### src/rtl/nn_pkg.sv
// Shared constants and types for the neural-network weight path.
// Used by the F_node weight loader and its staging bank.
package nn_pkg;

    localparam int NUM_OUT  = 16;
    localparam int WEIGHT_W = 5;
    localparam int IDX_W    = $clog2(NUM_OUT);

    typedef logic [WEIGHT_W-1:0] weight_t;
    typedef logic [IDX_W-1:0]    idx_t;

    typedef enum logic [1:0] {
        IDLE    = 2'd0,
        COLLECT = 2'd1,
        WRITE   = 2'd2
    } state_t;

    localparam idx_t LAST_IDX = idx_t'(NUM_OUT - 1);

endpackage

### src/rtl/weight_bank.sv
// Staging register with indexed write, plus a parallel copy into the
// output bank on commit so downstream never sees a partially loaded bank.
module weight_bank
    import nn_pkg::*;
(
    input  logic                         clk,
    input  logic                         rst_n,
    input  logic                         wr_en,
    input  idx_t                         wr_idx,
    input  weight_t                      wr_data,
    input  logic                         commit,
    output logic [NUM_OUT*WEIGHT_W-1:0]  bank
);

    weight_t [NUM_OUT-1:0] staging;
    weight_t [NUM_OUT-1:0] staging_next;

    // The commit beat also carries the last weight, so the copy takes the
    // merged value rather than the registered staging contents.
    always_comb begin
        // NOTE: default first so every path assigns and no latch is inferred.
        staging_next = staging;
        if (wr_en) begin
            staging_next[wr_idx] = wr_data;
        end
    end

    // NOTE: this bank is small register storage, so it is reset like any
    // other flop; a RAM-style array would normally be left unreset.
    always_ff @(posedge clk or negedge rst_n) begin
        if (!rst_n) begin
            staging <= '0;
            bank    <= '0;
        end else begin
            staging <= staging_next;
            if (commit) begin
                bank <= staging_next;
            end
        end
    end

endmodule

### src/rtl/f_node_loader.sv
// Serial-to-parallel weight loader: collects NUM_OUT beats over valid/ready
// and presents the full bank to F_node with a single-cycle write strobe.
module f_node_loader
    import nn_pkg::*;
(
    input  logic                         clk,
    input  logic                         rst_n,
    input  logic                         start,
    input  logic                         s_valid,
    output logic                         s_ready,
    input  logic [WEIGHT_W-1:0]          s_weight,
    input  logic                         s_last,
    output logic                         write_enable,
    output logic [NUM_OUT*WEIGHT_W-1:0]  write_in,
    output logic                         busy,
    output logic                         done,
    output logic                         err
);

    state_t state_q;
    state_t state_next;
    idx_t   idx_q;
    logic   err_q;

    logic accept;
    logic final_beat;
    logic commit;
    logic bad_last;

    assign accept     = s_valid && (state_q == COLLECT);
    assign final_beat = (idx_q == LAST_IDX);
    assign commit     = accept && final_beat && s_last;
    // A misplaced s_last covers both early last and missing last.
    assign bad_last   = accept && (s_last != final_beat);

    // NOTE: sequential state uses non-blocking assignments only, so every
    // flop samples pre-edge values regardless of block ordering.
    always_ff @(posedge clk or negedge rst_n) begin
        if (!rst_n) begin
            state_q <= IDLE;
        end else begin
            state_q <= state_next;
        end
    end

    always_comb begin
        state_next = state_q;
        unique case (state_q)
            IDLE:    if (start) state_next = COLLECT;
            COLLECT: begin
                if (commit) begin
                    state_next = WRITE;
                end else if (bad_last) begin
                    state_next = IDLE;
                end
            end
            WRITE:   state_next = IDLE;
            default: state_next = IDLE;
        endcase
    end

    always_comb begin
        s_ready      = (state_q == COLLECT);
        busy         = (state_q == COLLECT) || (state_q == WRITE);
        write_enable = (state_q == WRITE);
        done         = (state_q == WRITE);
    end

    always_ff @(posedge clk or negedge rst_n) begin
        if (!rst_n) begin
            idx_q <= '0;
            err_q <= 1'b0;
        end else begin
            err_q <= bad_last;
            if (state_q == IDLE && start) begin
                idx_q <= '0;
            end else if (accept) begin
                idx_q <= (s_last || final_beat) ? '0 : idx_q + 1'b1;
            end
        end
    end

    assign err = err_q;

    weight_bank u_weight_bank (
        .clk     (clk),
        .rst_n   (rst_n),
        .wr_en   (accept),
        .wr_idx  (idx_q),
        .wr_data (s_weight),
        .commit  (commit),
        .bank    (write_in)
    );

endmodule

### config.mk
export PLATFORM = sky130hd
export DESIGN_NAME = f_node_loader
export DESIGN_NICKNAME = d
export VERILOG_FILES = /design/src/rtl/nn_pkg.sv /design/src/rtl/weight_bank.sv /design/src/rtl/f_node_loader.sv
export SDC_FILE = /design/constraint.sdc
export NUM_CORES = 1
export LEC_CHECK = 0
export BUFFER_PORTS_ARGS = -buffer_cell sky130_fd_sc_hd__buf_4
export CORE_UTILIZATION = 35
export CTS_CLUSTER_DIAMETER = 150
export CTS_CLUSTER_SIZE = 30
export DETAILED_ROUTE_END_ITERATION = 6
export PLACE_DENSITY = 0.55
export SLEW_MARGIN = 10
export SYNTH_ARGS = -nofsm -noshare
export SYNTH_HDL_FRONTEND = slang
export SYNTH_HIERARCHICAL = 1
export SYNTH_SLANG_ARGS = --single-unit
### constraint.sdc
create_clock -name clk -period 2.1 [get_ports clk]
set_input_delay 0.42 -clock clk [delete_from_list [all_inputs] [get_ports clk]]
set_output_delay 0.42 -clock clk [all_outputs]
set_load 0.02 [all_outputs]
======== After elaboration in Yosys (flattened, before gate mapping) ========
Cells that the tools add are included.
word-level totals
  input port bits ......................... 10
  logic and storage cells ................. 51
  register bits ........................... 167
cells by class
  equality and inequality tests ........... 6
  $add $sub $neg .......................... 1
  muxes and demuxes ....................... 11
  order comparisons ....................... 2
  reductions and logical operators ........ 11
operator list
  operator             number
  $bwmux 80            1
  $mux 80              1
  $demux 5 s4          1
  $mux 4               3
  $logic_and 1x1->1    6
  $mux 2               3
  $lt 4x5->1 const B   1
  $mux 5               1
  $add 4x1->4 const B  1
  $eq 4x4->1 const B   1
  $ge 4x1->1 const B   1
  $pmux 2 s2           1
  $ne 3x1->1 const B   1
  $eq 2x1->1 const B   1
  $eq 2x2->1 const B   1
  $logic_not 2->1      1
  $logic_or 1x1->1     2
  $ne 2x2->1 const B   1
  $reduce_and 2->1     1
  $reduce_bool 2->1    1
  $ne 1x1->1           1

======== Depth between registers and ports, before layout ========
  depth after elaboration ................. 6
  depth in mapped cells ................... 9
  gate-level depth less buffers ........... 7

======== Modules after synthesis ========
The synthesis kept the hierarchy.
modules (own cells, without submodules)
  module         instances  area an instance (µm²)  cells each
  weight_bank    1          6406.1                  638
  f_node_loader  1          449.2                   48

======== Worst setup path before layout ========
Ideal clock, no wire load.
  path kind ............................... reg2reg
  from .................................... register state_q[1]
  to ...................................... register u_weight_bank.bank[10]
  setup slack ............................. 0.032 ns
  clock period less this slack ............ 2.068 ns
  arrival time ............................ 1.927 ns
  data required time ...................... 1.959 ns
  stages on the path, launching flop included .. 9
  cell sequence ........................... dfrtp_1 > inv_1 > ha_1 > nand2_1 > inv_1 > or3b_4 > buf_6 > o21ai_2 > a31oi_1
on the way
  longest elaborated chain between the ends .. 4
  elaborated cells on any way between the ends .. 5
  classes of those cells .................. eq/ne (1); mux (1); reduce/logical (3)
RTL lines
  what                            line                 text
  from (decl)                     f_node_loader.sv:20  state_t state_q;
  from (signal assigned)          f_node_loader.sv:42  state_q <= state_next;
  $eq 2x1->1 (*)                  n/a
  net s_ready                     f_node_loader.sv:10  output logic s_ready,
  $logic_and 1x1->1 (*)           f_node_loader.sv:30  assign accept = s_valid && (state_q == COLLECT);
  net accept                      f_node_loader.sv:25  logic accept;
  $logic_and 1x1->1 (2 in a row)  f_node_loader.sv:32  assign commit = accept && final_beat && s_last;
  to (signal assigned)            weight_bank.sv:37    bank <= staging_next;
  to (decl)                       weight_bank.sv:12    output logic [NUM_OUT*WEIGHT_W-1:0] bank
The timed path passes the listed nets; every way through them passes the cells marked *.
A chain may end at the register's enable or synchronous reset.

======== Final worst setup path ========
  from .................................... register idx_q[2]
  to ...................................... register u_weight_bank.bank[7]
on the way
  longest elaborated chain between the ends .. 6
  elaborated cells on any way between the ends .. 10
  classes of those cells .................. order compare (2); eq/ne (1); mux (4); reduce/logical (3)
RTL lines
  what                                                                   line                 text
  from (decl)                                                            f_node_loader.sv:22  idx_t idx_q;
  from (signal assigned)                                                 f_node_loader.sv:78  idx_q <= (s_last || final_beat) ? '0 : idx_q + 1'b1;
  $lt 4x5->1 (not written as such) / $ge 4x1->1 (equally long branches)  weight_bank.sv:24    staging_next[wr_idx] = wr_data;
  $logic_and 1x1->1 (not written as such)                                weight_bank.sv:24
  $mux 5 (not written as such)                                           weight_bank.sv:24
  $demux 5 s4                                                            n/a
  $bwmux 80                                                              weight_bank.sv:24
  $mux 80                                                                weight_bank.sv:23    if (wr_en) begin
Parallel ways exist; a longest one is shown, timed or not.

==> flow_summary_export.csv <==
group,metric,value,unit
job,max_cap_viol_count,0,
synth,ys_seq_elements,167,
setup_path,worst_ep_required_time,2.44,ns
cells_and_area,nets,798,
pwr,leakage,4.50,nW
clock_tree,cts-root-buf,"clkbuf_16",
clock_tree,postCtsHoldBufs,1,
cells_and_area,drive_gt1_share,24.3,%
clock_tree,cts_max_path_buffers,2,
pwr,clockPowerShare,43.4,%
floorplanning,die_w,142,um
timing,rsz0062_at_grt,"false",
placement,gp_congestion,0.793,
synth,ys_types,35,
clock_tree,cts_setup_buffers,0,
synth,synthCells,686,
timing,setup_viol,0,
drt,wl_met3,993,um
pwr,pwr-share-comb,13.1,%
synth,seq_area_frac_synth,61.0,%
global_routing,grt_overflow,0,
setup_path,crit_type,"reg2reg",
cells_and_area,syn2layout_area_growth,25.8,%
global_routing,antenna_found_initial,0,
pwr,sw_frac_of_total,25.6,%
clock_tree,cts_buffers,17,
synth,synth_top_flop_cell,"dfrtp_1",
drt,ant_nets,0,
min_path,hp-class,"in2reg",
drt,route.met2.wl,8260,um
drt,vias,5423,
setup_path,crit_arrival,2.29,ns
global_routing,grt_pass1_wl,28900,um
drt,top_layer,"met4",
synth,netlist_area,0.00686,mm2
clock_tree,cts_tree,"done",
timing,fin_crit_sh,92.8,%
drt,drc_errors,0,
setup_path,end_kind,"register",
pwr,worst_ir_drop_vdd,0.000553,V
floorplanning,start_util,36.2,%
timing,clock_skew,0.00676,ns
synth,async_flop_share,100,%
floorplanning,dieArea,0.0201,mm2
drt,wirelength_met1,8410,um
setup_path,cp_slowest_cell,"or2_1",
setup_path,crit_chain,"buf_4 -> or2_1 -> o21ai_0 -> a31oi_1",
outcome,status,"finished, final reports clean",
setup_path,ff2ff_path_depth,4,
placement,numPortBuffers,94,
drt,via_per_inst,5.14,
placement,place_hpwl,12000,um
pwr,p_per_area,930,mW/mm2
timing,drv_slew,0,
drt,firstDrtPassIters,4,
setup_path,path_buf_inv,1,
clock_tree,cts.sinks,167,
clock_tree,htree_levels,4,
setup_path,worst-path-stages,4,
floorplanning,die_h,142,um
clock_tree,cts_resized,0,
pwr,p_seq_share,43.5,%
synth,avgSynthCellArea,9.99,um2
setup_path,slowest_delay,0.67,ns
synth,synth.most_common_cell,"dfrtp_1",
synth,synth.largest_area_cell,"dfrtp_1",
synth,synth_nets,702,
synth,synth.top_cell.area_share,61.0,%
min_path,hold_depth,2,
clock_tree,clk_latency,0.42,ns
drt,wire_per_inst,17.0,um
timing,hold_viol,0,
pwr,p_int,5.97,mW
cells_and_area,n_fill_cell,1811,
synth,yosys-top-cells-count,"dfrtp_1 (167), nand2_1 (165), a31oi_1 (81), nor2_1 (81), o21ai_0 (51)",
timing,tns,0,ns
synth,ys_warn_count,6,
setup_path,crit_path_start_kind,"register",
setup_path,crit_fanout,20,
timing,tightest_slew,0.844,ns
drt,wirelength,17900,um
synth,synth_area_leaders,"dfrtp_1 (61%), nand2_1 (9.0%), a31oi_1 (7.4%), nor2_1 (4.4%), o21ai_0 (3.7%)",
global_routing,grt_start_max_net_pins,73,
timing,finalCriticalPeriod,1.95,ns
global_routing,grt_pass1_vias,5327,
floorplanning,fp-row-count,50,
floorplanning,core-area,0.0190,mm2
clock_tree,clkTransAtPathRegs,0.07,ns
setup_path,cpLargestDelayFamily,"simple AND/OR/NAND/NOR gates",
pwr,p_switching,2.05,mW
timing,max_freq,0.513,GHz
timing,relSlewSlack,43.7,%
global_routing,global_route.usage.total,18.9,%
cells_and_area,diodes,0,
pwr,fin_total_pwr,8.02,mW
drt,drt_iter0_drc,459,
floorplanning,pin_count,95,
synth,synth-edff-count,0,
final timing paths:
kind,startpoint,endpoint,slack [ns]
max,idx_q[2],u_weight_bank/bank[7],0.15
min,s_valid,err,0.26
max reg2reg,idx_q[2],u_weight_bank/bank[7],0.15
min reg2reg,u_weight_bank/staging[34],u_weight_bank/staging[34],0.48
max in group asynchronous,rst_n,u_weight_bank/bank[48],0.95
min in group asynchronous,rst_n,u_weight_bank/bank[38],0.48
per-stage QoR:
step | instance area, um2 | cells | setup slack [ns] | utilization, % | hold slack, ns
6_report | 8620 | 1055 | 0.152 | 45.5 | 0.258
3_3_place_gp | 7950 | 1022 | 0.237 | 41.9 | 0.372
2_1_floorplan | 6860 | 686 | 0.0323 | - | 0.124
4_1_cts | 8620 | 1055 | 0.166 | 45.5 | 0.243
3_5_place_dp | 7950 | 1022 | 0.190 | 41.9 | 0.370
5_1_grt | 8620 | 1055 | 0.00996 | 45.5 | 0.251
registers in the layout, summed over array words and instances (netlist names):
signal,cells
u_weight_bank/staging,80
state_q,2
err,1
idx_q,4
u_weight_bank/bank,80
layer usage:
metal  vias up  GRT usage [%]
met4         0           5.94
met5         -              0
met2       175           29.1
li1       2540              -
met1      2688           26.4
met3        20           4.51
cells in the final DEF, fill, tap and decap left out, types with 2 or more instances in the layout:
cell type	netlist	layout
and3_1	6	6
clkinv_4	0	2
a21oi_1	4	4
a31oi_1	81	81
bufinv_16	0	5
clkbuf_16	0	17
nand2_1	165	165
o21ai_0	51	51
nand3b_1	2	2
buf_4	1	115
o21ai_2	20	20
clkbuf_8	2	3
nand3_1	6	6
buf_12	0	7
o21ai_1	10	10
clkinv_2	0	2
dfrtp_1	167	167
and3b_1	6	6
nor2b_1	2	2
nor2_1	81	80
ha_1	6	6
nor3b_2	6	6
nand2b_1	2	2
inv_1	7	7
and3b_2	6	6
logic make-up after synthesis:
group / Yosys count / synth area share [%]
AOI/OAI and AO/OA: 168 / 15.0
adders and majority gates: 6 / 1.10
buffers and inverters: 54 / 4.07
DFF: 167 / 61.0
muxes: 1 / 0.164
and+or+nand+nor: 290 / 18.7
power by group through the flow:
stage	Clock [mW]	Sequential [mW]	Combinational, mW
after floorplan	0	3.55	0.676
after global placement	0	3.54	1.01
after detailed placement	0	3.55	1.05
after CTS	3.56	3.49	1.06
after global routing	3.70	3.51	1.16
final	3.48	3.49	1.05
cell type report:
class / count / area [um2] / area share [%]
clock buffer: 21 / 470 / 5.45
timing repair buffer: 124 / 1020 / 11.9
sequential: 167 / 4180 / 48.5
multi-input combinational: 465 / 2400 / 27.9
tap: 260 / 325 / 3.77
inverter: 7 / 26.3 / 0.305
clock inverter: 11 / 194 / 2.25
worst reg2reg max path: stages (launching register included):
cell and delay [ns]:
dfrtp_1 0.46, buf_4 0.20, or2_1 0.67, o21ai_0 0.28
a31oi_1 0.25
Power figures use the tool's default switching activity.
